$ cat src/rtl/switch_alloc_rr.sv
// switch_alloc_rr
//   Wormhole switch allocator for a 5-port router (L,N,E,S,W).
//   Each output is shared between the inputs that request it through a
//   per-output round-robin arbiter. Once an input wins an output, it holds
//   the output from its head flit to its tail flit. A flit is only granted
//   while the downstream buffer of that output has a credit.
//
// Ports
//   clk         rising-edge clock
//   rst         synchronous reset, active low
//   in_valid    [i]        flit present at input i (0=L 1=N 2=E 3=S 4=W)
//   in_dest     [3i+2:3i]  destination output code of input i (5..7 match nothing)
//   in_tail     [i]        flit at input i is a tail flit
//   credit_ret  [o]        downstream returns one credit for output o
//   grant       [i]        flit of input i is transferred this cycle (combinational)
//   sel         [3o+2:3o]  registered crossbar select of output o, 7 = idle
//   credit_err             sticky: credit returned to a full counter
//
// Per-output FSM
//   state     | meaning
//   ST_IDLE   | no owner; arbitrate among requesters, allocate at the edge
//   ST_LOCKED | owned by input r_sel[o] until its tail flit is transferred
module switch_alloc_rr #(
  parameter int N_BIT_SEL    = 3,
  parameter int CREDIT_DEPTH = 4,
  parameter int CNT_W        = 3
) (
  input  logic                   clk,
  input  logic                   rst,
  input  logic [4:0]             in_valid,
  input  logic [5*N_BIT_SEL-1:0] in_dest,
  input  logic [4:0]             in_tail,
  input  logic [4:0]             credit_ret,
  output logic [4:0]             grant,
  output logic [5*N_BIT_SEL-1:0] sel,
  output logic                   credit_err
);

  localparam int                   NP          = 5;
  localparam logic [N_BIT_SEL-1:0] SEL_IDLE    = '1;
  localparam logic [N_BIT_SEL-1:0] PTR_RESET   = N_BIT_SEL'(NP - 1);
  localparam logic [CNT_W-1:0]     CREDIT_FULL = CNT_W'(CREDIT_DEPTH);

  typedef enum logic {ST_IDLE, ST_LOCKED} state_t;

  state_t               r_state      [NP];
  state_t               w_state_nxt  [NP];
  // While locked, r_sel[o] doubles as the owner index of output o.
  logic [N_BIT_SEL-1:0] r_sel        [NP];
  logic [N_BIT_SEL-1:0] w_sel_nxt    [NP];
  logic [N_BIT_SEL-1:0] r_ptr        [NP];
  logic [N_BIT_SEL-1:0] w_ptr_nxt    [NP];
  logic [CNT_W-1:0]     r_credit     [NP];
  logic [CNT_W-1:0]     w_credit_nxt [NP];
  logic                 r_credit_err;
  logic                 w_credit_err_nxt;

  logic [NP-1:0] w_out_gnt;
  logic [NP-1:0] w_out_tail;
  logic [NP-1:0] w_grant;

  // Transfers: a locked output passes its owner's flit when a credit is left.
  always_comb begin : grant_logic
    w_out_gnt  = '0;
    w_out_tail = '0;
    w_grant    = '0;
    for (int o = 0; o < NP; o++) begin
      for (int i = 0; i < NP; i++) begin
        if (r_state[o] == ST_LOCKED && r_sel[o] == N_BIT_SEL'(i) &&
            in_valid[i] && r_credit[o] != '0) begin
          w_out_gnt[o]  = 1'b1;
          w_out_tail[o] = in_tail[i];
          w_grant[i]    = 1'b1;
        end
      end
    end
  end

  assign grant = rst ? w_grant : '0;

  always_comb begin : next_state
    logic                 found;
    logic [N_BIT_SEL-1:0] win;
    int                   idx;
    w_credit_err_nxt = r_credit_err;
    for (int o = 0; o < NP; o++) begin
      w_state_nxt[o]  = r_state[o];
      w_sel_nxt[o]    = r_sel[o];
      w_ptr_nxt[o]    = r_ptr[o];
      w_credit_nxt[o] = r_credit[o];
      found           = 1'b0;
      win             = SEL_IDLE;
      idx             = 0;

      case (r_state[o])
        ST_IDLE: begin
          // Round-robin search starts just after the last winner.
          for (int k = 1; k <= NP; k++) begin
            idx = (int'(r_ptr[o]) + k) % NP;
            if (!found && in_valid[idx] &&
                in_dest[N_BIT_SEL*idx +: N_BIT_SEL] == N_BIT_SEL'(o)) begin
              found = 1'b1;
              win   = N_BIT_SEL'(idx);
            end
          end
          if (found) begin
            w_state_nxt[o] = ST_LOCKED;
            w_sel_nxt[o]   = win;
            w_ptr_nxt[o]   = win;
          end else begin
            w_sel_nxt[o]   = SEL_IDLE;
          end
        end
        ST_LOCKED: begin
          if (w_out_gnt[o] && w_out_tail[o]) begin
            w_state_nxt[o] = ST_IDLE;
            w_sel_nxt[o]   = SEL_IDLE;
          end
        end
        default: ;
      endcase

      // A grant and a return in the same cycle cancel out.
      if (w_out_gnt[o] && !credit_ret[o]) begin
        w_credit_nxt[o] = r_credit[o] - CNT_W'(1);
      end else if (credit_ret[o] && !w_out_gnt[o]) begin
        if (r_credit[o] == CREDIT_FULL) begin
          w_credit_err_nxt = 1'b1;
        end else begin
          w_credit_nxt[o] = r_credit[o] + CNT_W'(1);
        end
      end
    end
  end

  always_ff @(posedge clk) begin
    if (!rst) begin
      for (int o = 0; o < NP; o++) begin
        r_state[o]  <= ST_IDLE;
        r_sel[o]    <= SEL_IDLE;
        r_ptr[o]    <= PTR_RESET;
        r_credit[o] <= CREDIT_FULL;
      end
      r_credit_err <= 1'b0;
    end else begin
      for (int o = 0; o < NP; o++) begin
        r_state[o]  <= w_state_nxt[o];
        r_sel[o]    <= w_sel_nxt[o];
        r_ptr[o]    <= w_ptr_nxt[o];
        r_credit[o] <= w_credit_nxt[o];
      end
      r_credit_err <= w_credit_err_nxt;
    end
  end

  always_comb begin
    sel = '0;
    for (int o = 0; o < NP; o++) begin
      sel[N_BIT_SEL*o +: N_BIT_SEL] = r_sel[o];
    end
  end

  assign credit_err = r_credit_err;

endmodule

$ cat config.mk
export PLATFORM = sky130hd
export DESIGN_NAME = switch_alloc_rr
export DESIGN_NICKNAME = d
export VERILOG_FILES = /design/src/rtl/switch_alloc_rr.sv
export SDC_FILE = /design/constraint.sdc
export NUM_CORES = 1
export LEC_CHECK = 0
export CAP_MARGIN = 15
export CORE_MARGIN = 4
export CORE_UTILIZATION = 30
export DETAILED_ROUTE_END_ITERATION = 6
export PLACE_DENSITY_LB_ADDON = 0.3
export REMOVE_ABC_BUFFERS = 1
export SLEW_MARGIN = 10
export SYNTH_ARGS = -nofsm -noshare
export SYNTH_HDL_FRONTEND = slang
export SYNTH_SLANG_ARGS = --single-unit
$ cat constraint.sdc
create_clock -name clk -period 6.8 [get_ports clk]
set_input_delay 1.02 -clock clk [delete_from_list [all_inputs] [get_ports clk]]
set_output_delay 1.02 -clock clk [all_outputs]
set_load 0.01 [all_outputs]
==> results.md, run 1 <==
* Crit end category: flop
* Die H at 298 um
* Total CTS buffers at 5
* Iter 0 DRT Violations at 3008
* Post-DP Area at 27200 um2
* Worst Min Path Start: r_credit[0][10]$_SDFFE_PN0P_
* Drt wl/cell at 21.0 um
* Syn Area/Cell at 7.30 um2
* WP data arrival at 6.73 ns
* Fin crit period at 6.52 ns
* Die Span X at 298 um
* Status: finished clean
* Worst-path clk slew at 0.08 ns
* Global-route wire length before repair at 148000 um
* Worst R2R Path Depth at 26
* Relative slew slack at 35.6%
* Clock Latency Late Sink at 0.33 ns
* Yosys top cell by area: ha_1
* Seq/Total Area, Yosys at 4.05%
* Fin crit share at 95.8%
* Synth Area in Adders at 19.1%
* DPL Wire Length at 71500 um
* Antenna Cells at 0
* Worst Hold Class: flop to flop
* Critical Path RT at 7.02 ns
* Place WS at -0.0308 ns
* Clk sinks at 51
* Post-route ant nets at 0
* F_max at 153 MHz
* Synth Flop Type: dfxtp_1
* Gp weighted congestion at 0.962
* CP max FO at 8
* Gr usage total at 20.5%
* Worst r2r src: r_ptr[0][6]$_SDFFE_PN0P_
* Largest family of logic cells by synthesized area: compound AO/OA/AOI/OAI gates
* CP Class: flop to flop
* Clock skew at 0.0110 ns
* Remaining DRCs at 0
* Simple-gate share of the synthesized area at 23.2%
* CTS Buffer Depth at 2
* Synthesized flop and latch total at 51
* CTS tree: done
* Complex-gate fraction of the synthesized area at 30.3%
* Final hold vios at 0
* Vias in the first global route at 25663
* Area Overhead vs Synth at 10.1%
* Worst slew pin tran at 0.962 ns
* Area contributors post-synth: ha_1 16%, a21oi_1 5.0%, mux2i_1 4.6%
* I/O pins at 53
* Total Routed Length at 95600 um
* Ys async rst share at 0%
* Pre-antenna DRT Iters at 6
* Drt via density at 6.03
* Site Rows at 106
* I/O Buffers at 52
* Final WS setup at 0.284 ns
* R2R Path End: r_ptr[0][8]$_SDFFE_PN1P_
* Count of final setup violators at 0
* Syn. warnings at 0
* Slew Limit Fails at 0
* Final #Nets at 3861
* Post-synth cell types at 133
* Yosys top cell area share at 16.3%
* DIE AREA at 88700 um2
* Largest net degree at the start of global routing at 38
* Initial Utilization at 30.2%
* Share of cells above drive strength 1 at 11.7%
* GR Overflow Total at 0
* Routed via count at 27437
* R2r setup slk at 0.28 ns
* Fin area at 27700 um2
* Initial antenna violation count at 4
* Number of synthesized flops with an enable pin at 0
* Cells after synthesis at 3452
* Mux cell area share after synthesis at 8.56%
* Startpoint Class: flop
* Hold depth at 2
* Hold-fix buffers, CTS at 0
* Mapped cell area at 25200 um2
* End of the worst hold path: r_credit[0][10]$_SDFFE_PN0P_
* H-Tree Depth at 2
* Root buffer cell: clkbuf_16
* Synth Area in XOR/XNOR at 7.20%
* Placeable Area at 83400 um2
* Max Cap Viol at 0
## area by class of cell
| cell class | instances | area, um2 |
|---|---|---|
| clock inverters | 3 | 28.8 |
| flip-flops and latches | 51 | 1030 |
| clock buffers | 5 | 125 |
| repair buffers | 219 | 1760 |
| multi-input cells | 2941 | 22500 |
| inverters | 250 | 941 |
| fillers | 8919 | 55700 |
| well taps | 1080 | 1350 |
## cells by family (layout without fill, tap and decap cells)
family,Yosys count,count (layout)
AO/OA/AOI/OAI,1080,1080
XOR/XNOR,172,172
adder cells (fa/ha/maj),365,365
buffers and inverters,460,477
flip-flops,51,51
multiplexers,178,178
AND/OR/NAND/NOR,1146,1146
## critical path, stage by stage, from the launching register on
cell and delay [ns]:
dfxtp_2 0.41, inv_1 0.14, ha_1 0.35, ha_2 0.25
or3b_1 0.41, a22o_1 0.26, xnor2_2 0.18, inv_1 0.09
ha_1 0.19, nand2b_1 0.15, and3_1 0.28, nor2_4 0.19
mux2_2 0.41, ha_1 0.24, ha_1 0.28, a21o_1 0.19
a21oi_2 0.21, xnor3_1 0.33, a2111oi_1 0.38, mux2_2 0.25
a21o_1 0.11, nand4_1 0.11, o31a_1 0.16, or2_4 0.27
a31oi_4 0.28, o211a_1 0.22, a21oi_1 0.07
## per-stage QoR
step           instances  utilization, %  setup TNS, ns  hold WS, ns
5_1_grt             4549            33.3         -0.114        0.518
3_5_place_dp        4528            32.6        -0.0744        0.484
3_3_place_gp        4528            32.6              0        0.484
4_1_cts             4536            32.8              0        0.496
2_1_floorplan       3242               -          -7.45        0.463
6_report            4549            33.3              0        0.501
## worst max-delay path by stage
| stage | cells after the start | startpoint | endpoint | slack (ns) |
|---|---|---|---|---|
| 2_1_floorplan | 28 | r_ptr[0][6]$_SDFFE_PN0P_ | r_sel[0][7]$_SDFFE_PN1P_ | -0.80 |
| 3_3_place_gp | 27 | r_ptr[0][7]$_SDFFE_PN0P_ | r_ptr[0][8]$_SDFFE_PN1P_ | 0.07 |
| 3_5_place_dp | 27 | r_ptr[0][7]$_SDFFE_PN0P_ | r_sel[0][8]$_SDFFE_PN1P_ | -0.03 |
| 4_1_cts | 29 | r_ptr[0][7]$_SDFFE_PN0P_ | r_sel[0][6]$_SDFFE_PN1P_ | 0.006 |
| 5_1_grt | 30 | r_ptr[0][7]$_SDFFE_PN0P_ | r_sel[0][6]$_SDFFE_PN1P_ | -0.04 |
| 6_report | 26 | r_ptr[0][6]$_SDFFE_PN0P_ | r_ptr[0][8]$_SDFFE_PN1P_ | 0.28 |
## Yosys cell counts, drive strengths merged, types with 27 or more instances
cell / count
nor4: 42
and3: 30
nand4: 35
mux2i: 119
nor2b: 40
fa: 33
a21o: 58
nor3b: 27
a211oi: 57
xor2: 46
ha: 328
xnor2: 118
buf: 78
o31ai: 41
dfxtp: 51
a21oi: 257
nand3: 90
nor3: 127
nand2b: 55
nor2: 279
o21ai: 208
mux2: 34
nand2: 259
inv: 244
a31oi: 49
o211ai: 39
clkbuf: 132
## sequential cells by signal, indices dropped and copies added, names as in the netlist
register    count
r_credit       15
r_sel          15
r_state         5
credit_err      1
r_ptr          15
## timing repair
action | 4_1_cts | 5_1_grt
buffers inserted | 0 | 13
setup endpoints to repair | 4 | 32
resized for setup | 2 | 52
pin swaps | 0 | 15
## cells in the final DEF (no fill, tap or decap), drive strengths merged, types with 41 or more instances in the layout
cell type,instances
nand2b,55
dfxtp,51
mux2i,119
nor2,279
nand2,259
a211oi,57
inv,245
a31oi,49
a21oi,257
xor2,46
xnor2,118
a21o,58
ha,328
nand3,90
clkdlybuf4s50,50
nor4,42
buf,169
nor3,127
o31ai,41
o21ai,208
## per-layer routing
metal  up-vias  share of wire, %  track usage (%)
li1      12930                 -                -
met1     13018                44             28.2
met2      1270                44             33.0
met3       217               9.2             3.01
met4         2               3.3             6.25
met5         -             0.010                0
Power of run 1 is not shown: default switching activity piles up to over one toggle a cycle in this logic, so the estimate is an artifact.
==> run 2: changes to the inputs <==
--- a/config.mk
+++ b/config.mk
@@ -13,2 +13,3 @@
 export REMOVE_ABC_BUFFERS = 1
+export SKIP_LAST_GASP = 1
 export SLEW_MARGIN = 10
==> constraint.sdc (replaced) <==
create_clock -name clk -period 6.8 [get_ports clk]
set_input_delay 1.7 -clock clk [delete_from_list [all_inputs] [get_ports clk]]
set_output_delay 1.7 -clock clk [all_outputs]
set_load 0.01 [all_outputs]
==> run 2 against run 1 <==
Effect of this change:
- via count decreased by 0.71%
- design area increased by 0.15%
- clock skew increased by 0.0065 ns
- count of clock-buffer cells in the layout unchanged
- non-clock buffer count increased by 16
- register-to-register slack improved by 0.05 ns
- setup slack improved by 0.055 ns
==> results.md, run 2 (same netlist as run 1, synthesis figures left out) <==
* Area Overhead vs Synth at 10.3%
* Site Rows at 106
* Worst slew pin tran at 0.871 ns
* CP Class: flop to flop
* Routed via count at 27243
* Global-route wire length before repair at 147000 um
* Remaining DRCs at 0
* Worst-path clk slew at 0.10 ns
* Clock skew at 0.0176 ns
* CTS tree: done
* Root buffer cell: clkbuf_16
* Worst Hold Class: flop to flop
* Status: finished clean
* Startpoint Class: flop
* Hold-fix buffers, CTS at 0
* GR Overflow Total at 0
* DPL Wire Length at 72700 um
* H-Tree Depth at 2
* Critical path depth at 27
* Slew Limit Fails at 0
* Fin crit period at 6.46 ns
* CTS Buffer Depth at 2
* Gp weighted congestion at 0.953
* Drt wl/cell at 20.8 um
* Die H at 298 um
* Clock Latency Late Sink at 0.33 ns
* Total Routed Length at 94800 um
* Delay-heaviest family, CP: compound AO/OA/AOI/OAI gates
* Antenna Cells at 0
* Initial Utilization at 30.2%
* Drt via density at 5.97
* Clk sinks at 51
* Worst R2R Path Depth at 27
* Vias in the first global route at 25408
* Final #Nets at 3877
* CP max FO at 9
* Placeable Area at 83400 um2
* F_max at 155 MHz
* Share of cells above drive strength 1 at 11.7%
* Max incr delay on CP at 0.42 ns
* Post-route ant nets at 0
* Worst path most repeated cell: ha_1
* I/O Buffers at 52
* Die Span X at 298 um
* Iter 0 DRT Violations at 3010
* Fin area at 27800 um2
* R2R Path End: r_sel[0][8]$_SDFFE_PN1P_
* Hold depth at 2
* Final hold vios at 0
* WP data arrival at 6.69 ns
* R2r setup slk at 0.34 ns
* Buffers & Inverters on Critical Path at 2
* Post-DP Area at 27400 um2
* Largest registers: r_credit x15, r_ptr x15, r_sel x15
* Relative slew slack at 41.7%
* CP Capture Point: r_sel[0][8]$_SDFFE_PN1P_
* Pre-antenna DRT Iters at 6
* Count of final setup violators at 0
* Beginning of the critical path: r_ptr[0][6]$_SDFFE_PN0P_
* Commonest non-fill, non-tap cell in the layout: ha_1
* Worst r2r src: r_ptr[0][6]$_SDFFE_PN0P_
* Most frequent cells in the layout: 326 x ha_1, 275 x nor2_1, 257 x nand2_1
* Largest net degree at the start of global routing at 33
* Initial antenna violation count at 1
* Gr usage total at 20.3%
* Fin crit share at 95.0%
* DIE AREA at 88700 um2
* Critical Path RT at 7.03 ns
* Max Cap Viol at 0
* Crit-path slowest cell: or3b_1
* Crit end category: flop
* Total CTS buffers at 5
* I/O pins at 53
-- run 2: worst register-to-register path: cells and delay by family (launching register included) --
family	cells	cell delay, ns
AND/OR/NAND/NOR	6	1.42
flip-flops	1	0.39
XOR/XNOR	3	0.76
buffers and inverters	2	0.14
AO/OA/AOI/OAI	9	1.76
multiplexers	2	0.66
adder cells (fa/ha/maj)	5	1.23
-- run 2: routing by layer --
layer / vias up / GRT usage, % / share of wire [%]
met2: 1136 / 32.9 / 44
met5: - / 0 / 0
met4: 0 / 5.12 / 2.6
met1: 12973 / 27.9 / 45
met3: 171 / 3.63 / 8.6
li1: 12963 / - / -
-- run 2: area by class of cell --
type	instances	area (um2)
clock inverters	3	28.8
multi-input cells	2941	22400
inverters	250	941
clock buffers	5	125
well taps	1080	1350
flip-flops and latches	51	1030
repair buffers	235	1880
fillers	8950	55600
-- run 2: what timing repair did --
item,CTS,global route
endpoints found under the setup margin,3,31
resized for setup,1,39
pin swaps,0,8
setup buffers,0,9
-- run 2: worst min-delay path by stage --
stage                                 start                      endpoint  slack (ns)
5_1_grt        r_credit[0][13]$_SDFFE_PN0P_  r_credit[0][13]$_SDFFE_PN0P_        0.53
4_1_cts        r_credit[0][10]$_SDFFE_PN0P_  r_credit[0][10]$_SDFFE_PN0P_        0.50
3_5_place_dp   r_credit[0][10]$_SDFFE_PN0P_  r_credit[0][10]$_SDFFE_PN0P_        0.49
3_3_place_gp   r_credit[0][13]$_SDFFE_PN0P_  r_credit[0][13]$_SDFFE_PN0P_        0.49
6_report       r_credit[0][10]$_SDFFE_PN0P_  r_credit[0][10]$_SDFFE_PN0P_        0.51
2_1_floorplan  r_credit[0][13]$_SDFFE_PN0P_  r_credit[0][13]$_SDFFE_PN0P_        0.46
-- run 2: stage by stage --
| step | util [%] | setup TNS [ns] | worst slack [ns] | hold slack [ns] | std cells |
|---|---|---|---|---|---|
| 6_report | 33.3 | 0 | 0.339 | 0.511 | 4565 |
| 5_1_grt | 33.3 | -0.0226 | -0.0131 | 0.531 | 4565 |
| 4_1_cts | 33.0 | 0 | 0.0805 | 0.504 | 4556 |
| 3_5_place_dp | 32.8 | -0.00228 | -0.00228 | 0.490 | 4548 |
| 3_3_place_gp | 32.8 | 0 | 0.0754 | 0.486 | 4548 |
| 2_1_floorplan | - | -7.45 | -0.796 | 0.463 | 3242 |
Power of run 2 is left out for the same reason.
